`src/rtl/alu_pkg.sv`:
```
// Shared definitions for the pipelined carry-lookahead ALU.
//   OP_* : 3-bit op codes; op[2] inverts b and supplies the carry-in,
//          op[1:0] selects AND / OR / sum / less.
//   GROUP: bits per lookahead group.
//   gp4  : group generate/propagate from four per-bit g/p terms.
package alu_pkg;

  localparam int GROUP = 4;

  localparam logic [2:0] OP_AND = 3'b000;
  localparam logic [2:0] OP_OR  = 3'b001;
  localparam logic [2:0] OP_ADD = 3'b010;
  localparam logic [2:0] OP_SUB = 3'b110;
  localparam logic [2:0] OP_SLT = 3'b111;

  typedef enum logic [1:0] {
    SEL_AND  = 2'b00,
    SEL_OR   = 2'b01,
    SEL_SUM  = 2'b10,
    SEL_LESS = 2'b11
  } sel_e;

  // Returns {G, P} for one 4-bit group.
  function automatic logic [1:0] gp4(input logic [3:0] g, input logic [3:0] p);
    logic grp_g;
    logic grp_p;
    grp_g = g[3] | (p[3] & g[2]) | (p[3] & p[2] & g[1]) | (p[3] & p[2] & p[1] & g[0]);
    grp_p = &p;
    return {grp_g, grp_p};
  endfunction

endpackage

```
`src/rtl/cla_group4.sv`:
```
// One 4-bit carry-lookahead group, purely combinational.
//   g, p    : per-bit generate / propagate
//   cin     : carry into bit 0 of the group
//   c_inner : carries into bits 1..3 (flattened sum-of-products, no ripple)
//   g_grp   : group generate
//   p_grp   : group propagate
module cla_group4
  import alu_pkg::*;
(
  input  logic [3:0] g,
  input  logic [3:0] p,
  input  logic       cin,
  output logic [2:0] c_inner,
  output logic       g_grp,
  output logic       p_grp
);

  assign c_inner[0] = g[0] | (p[0] & cin);
  assign c_inner[1] = g[1] | (p[1] & g[0]) | (p[1] & p[0] & cin);
  assign c_inner[2] = g[2] | (p[2] & g[1]) | (p[2] & p[1] & g[0])
                    | (p[2] & p[1] & p[0] & cin);

  assign {g_grp, p_grp} = gp4(g, p);

endmodule

```
`src/rtl/cla_alu_pipe.sv`:
```
// Two-stage pipelined ALU with carry-lookahead adder and valid/ready flow.
//   clk, reset          : clock, synchronous active-high reset
//   in_valid/in_ready   : input handshake for a, b, op
//   a, b [WIDTH]        : two's complement operands
//   op [3]              : op[2] inverts b and is the carry-in; op[1:0] selects
//                         AND / OR / sum / signed less-than
//   out_valid/out_ready : output handshake
//   result [WIDTH]      : selected result
//   zero, overflow, cout: result==0, signed overflow, carry out of the MSB
module cla_alu_pipe
  import alu_pkg::*;
#(
  parameter int WIDTH = 32,
  parameter int GROUP = 4
) (
  input  logic             clk,
  input  logic             reset,
  input  logic             in_valid,
  output logic             in_ready,
  input  logic [WIDTH-1:0] a,
  input  logic [WIDTH-1:0] b,
  input  logic [2:0]       op,
  output logic             out_valid,
  input  logic             out_ready,
  output logic [WIDTH-1:0] result,
  output logic             zero,
  output logic             overflow,
  output logic             cout
);

  localparam int NGRP = WIDTH / GROUP;

  logic             vld_p1_q, vld_p1_d;
  logic [WIDTH-1:0] a_p1_q, a_p1_d;
  logic [WIDTH-1:0] bx_p1_q, bx_p1_d;
  logic [WIDTH-1:0] g_p1_q, g_p1_d;
  logic [WIDTH-1:0] p_p1_q, p_p1_d;
  logic [2:0]       op_p1_q, op_p1_d;
  logic [NGRP-1:0]  gg_p1_q, gg_p1_d;
  logic [NGRP-1:0]  gp_p1_q, gp_p1_d;

  logic             vld_p2_q, vld_p2_d;
  logic [WIDTH-1:0] result_p2_q, result_p2_d;
  logic             zero_p2_q, zero_p2_d;
  logic             ovf_p2_q, ovf_p2_d;
  logic             cout_p2_q, cout_p2_d;

  logic             s1_adv;
  logic             in_fire;

  assign s1_adv   = !vld_p2_q || out_ready;
  assign in_ready = !vld_p1_q || s1_adv;
  assign in_fire  = in_valid && in_ready;

  // ---- Stage 1: operand conditioning, per-bit g/p, per-group G/P ----
  always_comb begin
    logic [WIDTH-1:0] bx;
    logic [WIDTH-1:0] g_in;
    logic [WIDTH-1:0] p_in;
    bx   = op[2] ? ~b : b;
    g_in = a & bx;
    p_in = a | bx;

    vld_p1_d = in_ready ? in_valid : vld_p1_q;
    a_p1_d   = a_p1_q;
    bx_p1_d  = bx_p1_q;
    g_p1_d   = g_p1_q;
    p_p1_d   = p_p1_q;
    op_p1_d  = op_p1_q;
    gg_p1_d  = gg_p1_q;
    gp_p1_d  = gp_p1_q;
    if (in_fire) begin
      a_p1_d  = a;
      bx_p1_d = bx;
      g_p1_d  = g_in;
      p_p1_d  = p_in;
      op_p1_d = op;
      for (int k = 0; k < NGRP; k++) begin
        {gg_p1_d[k], gp_p1_d[k]} = gp4(g_in[GROUP*k +: 4], p_in[GROUP*k +: 4]);
      end
    end
  end

  // ---- Stage 2: lookahead carries, sum, result select, flags ----
  logic       grp_c [NGRP+1];
  logic [2:0] inner_c [NGRP];
  // G/P registered in stage 1 drive the group chain; the instance copies
  // are recomputed from the same g/p and are not needed.
  logic       grp_g_unused [NGRP];
  logic       grp_p_unused [NGRP];

  assign grp_c[0] = op_p1_q[2];

  for (genvar k = 0; k < NGRP; k++) begin : g_cla
    cla_group4 u_grp (
      .g       (g_p1_q[GROUP*k +: 4]),
      .p       (p_p1_q[GROUP*k +: 4]),
      .cin     (grp_c[k]),
      .c_inner (inner_c[k]),
      .g_grp   (grp_g_unused[k]),
      .p_grp   (grp_p_unused[k])
    );
    assign grp_c[k+1] = gg_p1_q[k] | (gp_p1_q[k] & grp_c[k]);
  end

  always_comb begin
    logic [WIDTH:0]   c_all;
    logic [WIDTH-1:0] sum;
    logic [WIDTH-1:0] less;
    logic [WIDTH-1:0] res;
    logic             ovf;
    c_all = '0;
    for (int k = 0; k < NGRP; k++) begin
      c_all[GROUP*k]         = grp_c[k];
      c_all[GROUP*k+1 +: 3]  = inner_c[k];
    end
    c_all[WIDTH] = grp_c[NGRP];

    sum  = a_p1_q ^ bx_p1_q ^ c_all[WIDTH-1:0];
    ovf  = c_all[WIDTH] ^ c_all[WIDTH-1];
    // Sign of the true difference: MSB of sum corrected by overflow.
    less = {{(WIDTH-1){1'b0}}, sum[WIDTH-1] ^ ovf};

    case (sel_e'(op_p1_q[1:0]))
      SEL_AND: res = g_p1_q;
      SEL_OR:  res = p_p1_q;
      SEL_SUM: res = sum;
      default: res = less;
    endcase

    vld_p2_d    = s1_adv ? vld_p1_q : vld_p2_q;
    result_p2_d = result_p2_q;
    zero_p2_d   = zero_p2_q;
    ovf_p2_d    = ovf_p2_q;
    cout_p2_d   = cout_p2_q;
    if (s1_adv && vld_p1_q) begin
      result_p2_d = res;
      zero_p2_d   = (res == '0);
      ovf_p2_d    = ovf;
      cout_p2_d   = c_all[WIDTH];
    end
  end

  always_ff @(posedge clk) begin
    if (reset) begin
      vld_p1_q    <= 1'b0;
      vld_p2_q    <= 1'b0;
      result_p2_q <= '0;
      zero_p2_q   <= 1'b0;
      ovf_p2_q    <= 1'b0;
      cout_p2_q   <= 1'b0;
    end else begin
      vld_p1_q    <= vld_p1_d;
      vld_p2_q    <= vld_p2_d;
      result_p2_q <= result_p2_d;
      zero_p2_q   <= zero_p2_d;
      ovf_p2_q    <= ovf_p2_d;
      cout_p2_q   <= cout_p2_d;
    end
  end

  always_ff @(posedge clk) begin
    a_p1_q  <= a_p1_d;
    bx_p1_q <= bx_p1_d;
    g_p1_q  <= g_p1_d;
    p_p1_q  <= p_p1_d;
    op_p1_q <= op_p1_d;
    gg_p1_q <= gg_p1_d;
    gp_p1_q <= gp_p1_d;
  end

  assign out_valid = vld_p2_q;
  assign result    = result_p2_q;
  assign zero      = zero_p2_q;
  assign overflow  = ovf_p2_q;
  assign cout      = cout_p2_q;

endmodule

```
`config.mk`:
```
export PLATFORM = sky130hd
export DESIGN_NAME = cla_alu_pipe
export DESIGN_NICKNAME = d
export VERILOG_FILES = /design/src/rtl/alu_pkg.sv /design/src/rtl/cla_group4.sv /design/src/rtl/cla_alu_pipe.sv
export SDC_FILE = /design/constraint.sdc
export NUM_CORES = 1
export LEC_CHECK = 0
export ABC_AREA = 1
export CAP_MARGIN = 5
export CORE_UTILIZATION = 51
export CTS_CLUSTER_SIZE = 28
export DETAILED_ROUTE_END_ITERATION = 6
export MAX_ROUTING_LAYER = met4
export PLACE_DENSITY = 0.77
export SYNTH_ARGS = -nofsm -noshare
export SYNTH_HDL_FRONTEND = slang
export SYNTH_SLANG_ARGS = --single-unit
export TNS_END_PERCENT = 30
```
`constraint.sdc`:
```
create_clock -name clk -period 3.8 [get_ports clk]
set_input_delay 0.57 -clock clk [delete_from_list [all_inputs] [get_ports clk]]
set_output_delay 0.57 -clock clk [all_outputs]
set_load 0.02 [all_outputs]
```
==> results of run 1 <==
power breakdown:
part	switching, uW	internal [uW]	total, uW
Clock	796	920	1720
Combinational	483	321	803
Sequential	82.2	2350	2440
Total	1360	3590	4960
layout make-up:
class / count / area (um^2)
fillers: 1386 / 6320
flip-flops and latches: 184 / 5150
multi-input cells: 562 / 3040
repair buffers: 118 / 1170
inverters: 167 / 631
clock buffers: 18 / 429
well taps: 225 / 282
clock inverters: 14 / 139
through the flow:
step / total power (uW) / cells / worst slack (ns) / hold WS [ns] / util
floorplan: 2980 / 935 / 0.190 / 0.551 / -
global placement: 3250 / 1256 / 1.01 / 0.480 / 0.599
detailed placement: 3270 / 1256 / 0.953 / 0.488 / 0.599
CTS: 4970 / 1288 / 1.34 / 0.508 / 0.632
global route: 5140 / 1288 / 1.10 / 0.530 / 0.632
finish: 4960 / 1288 / 1.31 / 0.502 / 0.632
worst max-delay path: stages (launching register included):
cell and delay [ns]:
edfxtp_1 0.48, nand2_2 0.13, nand2_4 0.08, nand2_4 0.07, nand2_4 0.07, nand2_1 0.11
nand3_1 0.09, nand2_1 0.09, nor2_1 0.06, nor2_1 0.26, nand3_1 0.13, nor2_1 0.12
nand2_1 0.06, nor3_1 0.14, nand3_1 0.11, nor2_2 0.11, nand2_2 0.06, nor2_2 0.08
nand3_2 0.07, a21oi_2 0.11
state kept, by name, summed over array words and instances (netlist names), 3 cells and up:
signal and count:
a_p1_q 32, bx_p1_q 32, g_p1_q 32, p_p1_q 32, result 32, gg_p1_q 8
gp_p1_q 8, op_p1_q 3
layout by cell type (no fill, tap or decap), types with 8 or more instances in the layout:
cell type and count:
o211ai_1 23, clkbuf_16 17, buf_4 9, clkdlybuf4s50_1 106, edfxtp_1 147, nand2_2 9
nand4_1 8, inv_1 161, dfxtp_1 37, xor2_1 54, nand3_1 66, a22o_1 10
xnor2_1 13, nor2_1 89, nand2_4 12, and2_1 11, a21oi_1 23, nand2_1 179
o21ai_0 24
worst max-delay path by stage:
| stage | endpoint | slack, ns | cells after the start |
|---|---|---|---|
| 2_1_floorplan | a_p1_q[0] | 0.19 | 4 |
| 3_3_place_gp | a_p1_q[12] | 1.01 | 6 |
| 3_5_place_dp | a_p1_q[13] | 0.95 | 6 |
| 4_1_cts | zero | 1.34 | 19 |
| 5_1_grt | zero | 1.10 | 20 |
| 6_report | zero | 1.31 | 19 |
cells by family (layout without fill, tap and decap cells):
family	Yosys count	after routing	share of synthesized area
and+or+nand+nor	398	398	0.204
buffers and inverters	189	317	0.0830
DFF	184	184	0.577
AOI/OAI and AO/OA	97	97	0.0704
xor gates and xnor gates	67	67	0.0657
synth_stat cells, drive strengths merged:
master and number:
buf 12, edfxtp 147, o211ai 23, o21a 1, o21bai 1, a221oi 3
nand4 8, nand3 71, nand2 201, nor2 94, o22ai 1, xor2 54
clkbuf 10, xnor2 13, inv 167, o221ai 1, dfxtp 37, nand3b 4
or2 3, a211oi 3, and2 11, a31oi 1, o21ai 27, nor3 6
a21oi 26, a22o 10
routing by layer:
layer,global-route usage,vias up,part of all wire
li1,-,3268,-
met1,0.289,3031,0.45
met2,0.379,194,0.48
met3,0.0351,31,0.044
met4,0.0905,0,0.025
met5,-,-,0
==> reports/results.ini, run 1 <==
[sta]
post-route-period-util = 0.655
slew_headroom = 0.313
fin_skew_ns = 0.00797
finalCriticalPeriod_ns = 2.49
report.final.slew_viol_count = 0
worstMarginPinSlew_ns = 1.03
setup_viol = 0
finalSetupTns_ns = 0
rsz0062_at_grt = no
finalHoldViolCount = 0
fmax_ghz = 0.402

[routing]
vias = 6524
firstDrtPassIters = 6
drt_wl_total_um = 19200
wl_per_cell_um = 14.9
via_per_inst = 5.07
first_iter_violations = 542
drc = 0
ant_nets = 0

[placement]
dpl-instance-area_mm2 = 0.0103
place_congestion = 0.866
port_buffers = 107
dpl.hpwl_um = 13700

[clock_tree]
clockRootBuffer = clkbuf_16
ctsResizeCount = 0
post-cts-setup-buffer-count = 0
clock-sinks = 184
cts_tree = yes
ctsHoldBuffers = 0
clkLatencyLatePin_ns = 0.44
clk_path_buf_depth = 2
cts_buffers = 17
htree_levels = 4
clkTransAtPathRegs_ns = 0.07

[yosys]
syn_nets = 1006
yosysTopAreaCell = edfxtp_1
syn_avg_cell_area_um2 = 9.56
synth_warnings = 0
ys_types = 40
yosysTopAreaCellShare = 0.494
synthesis.area_mm2 = 0.00894
synth_area_leaders = edfxtp_1 49%, dfxtp_1 8.3%, nand2_1 7.5%
ys_ff_latch = 184
seq_area_frac_synth = 0.577
postSynthCellCount = 935

[critical_path]
critical_path.endpoint_type = flip-flop
start_kind = flip-flop
r2r_start = op_p1_q[2]
r2r_cells = 19
critPathArrivalTime_ns = 2.86
crit_start = op_p1_q[2]
crit_fanout = 6
r2r_slack_ns = 1.31
required_ns = 4.17
critPathKind = flip-flop to flip-flop
regToRegEndpoint = zero

[hold_path]
hold_class = flip-flop to flip-flop
min_from = result[24]
holdPathEnd = result[24]
whs_path_depth = 2

[final_layout]
fin_nets = 1121
area_growth_pct = 21.4
final_area_mm2 = 0.0109
drive_gt1_frac = 0.0790
antenna_cells = 0

[pwr]
leakagePower_uw = 0.00471
ir_drop_uv = 333
power_density_mw_per_mm2 = 457

[grt]
grt_usage = 0.231
grt-ovfl-total = 0
antenna_found_initial = 0
grt_first_pass_wirelength_um = 30700
grt_pass1_vias = 6203
grt_max_degree = 57

[floorplan]
die_x_um = 134
io_pins = 108
die_h_um = 134
start_util = 0.520
num_rows = 48
coreArea_mm2 = 0.0172
dieArea_mm2 = 0.0181

[status]
status = completed

[job]
cap_violations = 0

No activity file was read; power rests on OpenSTA's default activity.
==> run 2, diff against run 1 <==
Settings changed: CORE_UTILIZATION 51 to 56, PLACE_DENSITY 0.77 to 0.8.
Clock period 3.8 ns to 2.4 ns, I/O delays scaled along.
==> run 2 against run 1 <==
- sequential share of layout area down 1.2 points
- clock power up 64%
- worst hold slack worse by 0.010 ns
- non-clock buffer count up 18
- via count up 3.0%
- die area down 8.8%
- clock skew up 0.0066 ns
- critical path depth down 3
- first-iteration DRC count up 12%
- setup slack worse by 1.3 ns
- final area up 2.7%
- sequential power up 58%
- critical path type unchanged
==> reports/results.ini, run 2 (synthesis results as in run 1) <==
[clock_tree]
cts_tree = yes
cts_buffers = 17  ; unchanged
ctsHoldBuffers = 0  ; unchanged
clkLatencyLatePin_ns = 0.44  ; about the same
clk_path_buf_depth = 2  ; unchanged
clkTransAtPathRegs_ns = 0.07  ; about the same
clock-sinks = 184  ; unchanged
htree_levels = 4  ; unchanged
clockRootBuffer = clkbuf_16

[grt]
grt_pass1_vias = 6532  ; +5.3%
antenna_found_initial = 0  ; unchanged
grt_first_pass_wirelength_um = 30800  ; +0.38%
grt-ovfl-total = 0  ; unchanged
grt_max_degree = 66  ; +16%
grt_usage = 0.257  ; +0.0260

[final_layout]
fin_nets = 1139  ; +1.6%
layout_commonest_cell = nand2_1
fin_util = 0.725  ; +0.0932
fin_cells = 1292  ; +0.31%
final_cell_mix = 178 x nand2_1, 159 x inv_1, 147 x edfxtp_1
area_growth_pct = 24.7
multiInputGateArea_mm2 = 0.00308  ; +1.3%
drive_gt1_frac = 0.105  ; +0.0255
seqCellArea_mm2 = 0.00516  ; about the same
antenna_cells = 0  ; unchanged
nFillCells = 1054  ; -24%
final_area_mm2 = 0.0111  ; +2.7%

[floorplan]
coreArea_mm2 = 0.0154  ; -11%
die_h_um = 128  ; -4.5%
die_x_um = 128  ; -4.5%
io_pins = 108  ; unchanged
dieArea_mm2 = 0.0165  ; -8.8%
start_util = 0.581  ; +0.0611
num_rows = 45  ; -6.3%

[placement]
dpl.hpwl_um = 14000  ; +1.7%
place_inst = 1256  ; unchanged
port_buffers = 107  ; unchanged
place_congestion = 0.863  ; -0.32%
dpl-instance-area_mm2 = 0.0105  ; +2.1%

[sta]
finalHoldViolCount = 0  ; unchanged
slew_headroom = 0.588  ; +0.275
finalCriticalPeriod_ns = 2.38  ; -0.109 ns
fmax_ghz = 0.420  ; +4.6%
setup_viol = 0  ; unchanged
worstMarginPinSlew_ns = 0.617  ; -0.412 ns
rsz0062_at_grt = yes
fin_skew_ns = 0.0145  ; +0.00656 ns
post-route-period-util = 0.992  ; +0.337
report.final.slew_viol_count = 0  ; unchanged

[pwr]
power_density_mw_per_mm2 = 718  ; +57%
leakagePower_uw = 0.00486  ; +3.1%
ir_drop_uv = 566  ; +70%

[routing]
first_iter_violations = 606  ; +12%
via_per_inst = 5.20  ; +2.6%
vias = 6717  ; +3.0%
drc = 0  ; unchanged
drt_wl_total_um = 19400  ; +1.1%
wl_per_cell_um = 15.0  ; +0.77%
firstDrtPassIters = 5  ; -1
ant_nets = 0  ; unchanged

[critical_path]
crit_fanout = 18  ; +12
path_delay_family = simple AND/OR/NAND/NOR gates
critPathKind = flip-flop to flip-flop
critPathArrivalTime_ns = 2.75  ; -0.11 ns
slowest_delay_ns = 0.40  ; -0.08 ns
cp_num_buf_inv = 3  ; +3
start_kind = flip-flop
crit_slowest_cell = edfxtp_1
path_cells = inv_1 > nand2_1 > inv_4 > buf_12 > a22o_1 > nor2_1 > nand3_1 > nor2_1 > nand2_1 > nor3_2 > nand3_1 > nor2_2 > nand2_2 > nor2_2 > nand3_2 > a21oi_2
required_ns = 2.77  ; -1.40 ns
critical_path.endpoint_type = flip-flop

[job]
cap_violations = 0  ; unchanged

[hold_path]
hold_class = input pin to flip-flop

[status]
status = completed

-- run 2: changes by cell type in the layout (fill, tap and decap cells not counted), sizes merged --
cell	previous run	this run
clkinvlp	4	2
buf	12	30
inv	172	173
bufinv	1	2
-- run 2: routing by layer --
layer  GRT usage  routed length [um]  vias up
met2       0.428                9820      200
met1       0.306                8120     3165
met3      0.0507                 935       39
li1            -                   -     3313
met4       0.110                 509        0
met5           -                   0        -
-- run 2: worst paths after layout --
check	start	to	slack, ns	cells past startpoint
hold reg to reg	result[7]	result[7]	0.50	2
hold / removal	op[1]	op_p1_q[1]	0.49	1
setup / recovery	op_p1_q[1]	zero	0.02	16
setup reg to reg	op_p1_q[1]	zero	0.02	16
-- run 2: worst register-to-register path: stages (launching register included) --
cell	delay, ns
edfxtp_1	0.40
inv_1	0.11
nand2_1	0.15
inv_4	0.08
buf_12	0.16
a22o_1	0.21
nor2_1	0.18
nand3_1	0.17
nor2_1	0.14
nand2_1	0.07
nor3_2	0.12
nand3_1	0.10
nor2_2	0.10
nand2_2	0.06
nor2_2	0.09
nand3_2	0.07
a21oi_2	0.11
-- run 2: timing repair --
action | 4_1_cts | 5_1_grt
buffers inserted | 0 | 4
pin swaps | 0 | 1
setup endpoints to repair | 1 | 3
resized for setup | 1 | 9
-- run 2: final cells by class --
| class | instances | share of cell area |
|---|---|---|
| inverter | 167 | 0.0579 |
| sequential | 184 | 0.463 |
| timing repair buffer | 136 | 0.126 |
| tap | 211 | 0.0237 |
| clock inverter | 14 | 0.0146 |
| multi-input combinational | 562 | 0.277 |
| clock buffer | 18 | 0.0385 |
-- run 2: where the power goes --
| part | leakage, uW | switching (uW) | internal, uW | total [uW] |
|---|---|---|---|---|
| sequential | 0.00173 | 124 | 3730 | 3850 |
| combinational | 0.00284 | 786 | 550 | 1340 |
| clock | 0.000289 | 1260 | 1560 | 2820 |
-- run 2: metrics by stage --
stage	hold slack (ns)	power [uW]	TNS, ns	setup slack [ns]
final	0.492	8010	0	0.0186
after detailed placement	0.486	5230	-0.194	-0.194
after global placement	0.485	5180	-0.126	-0.126
after CTS	0.480	8010	0	0.0194
after global routing	0.486	8320	-0.224	-0.182
after floorplan	0.459	4720	-113.69	-0.773
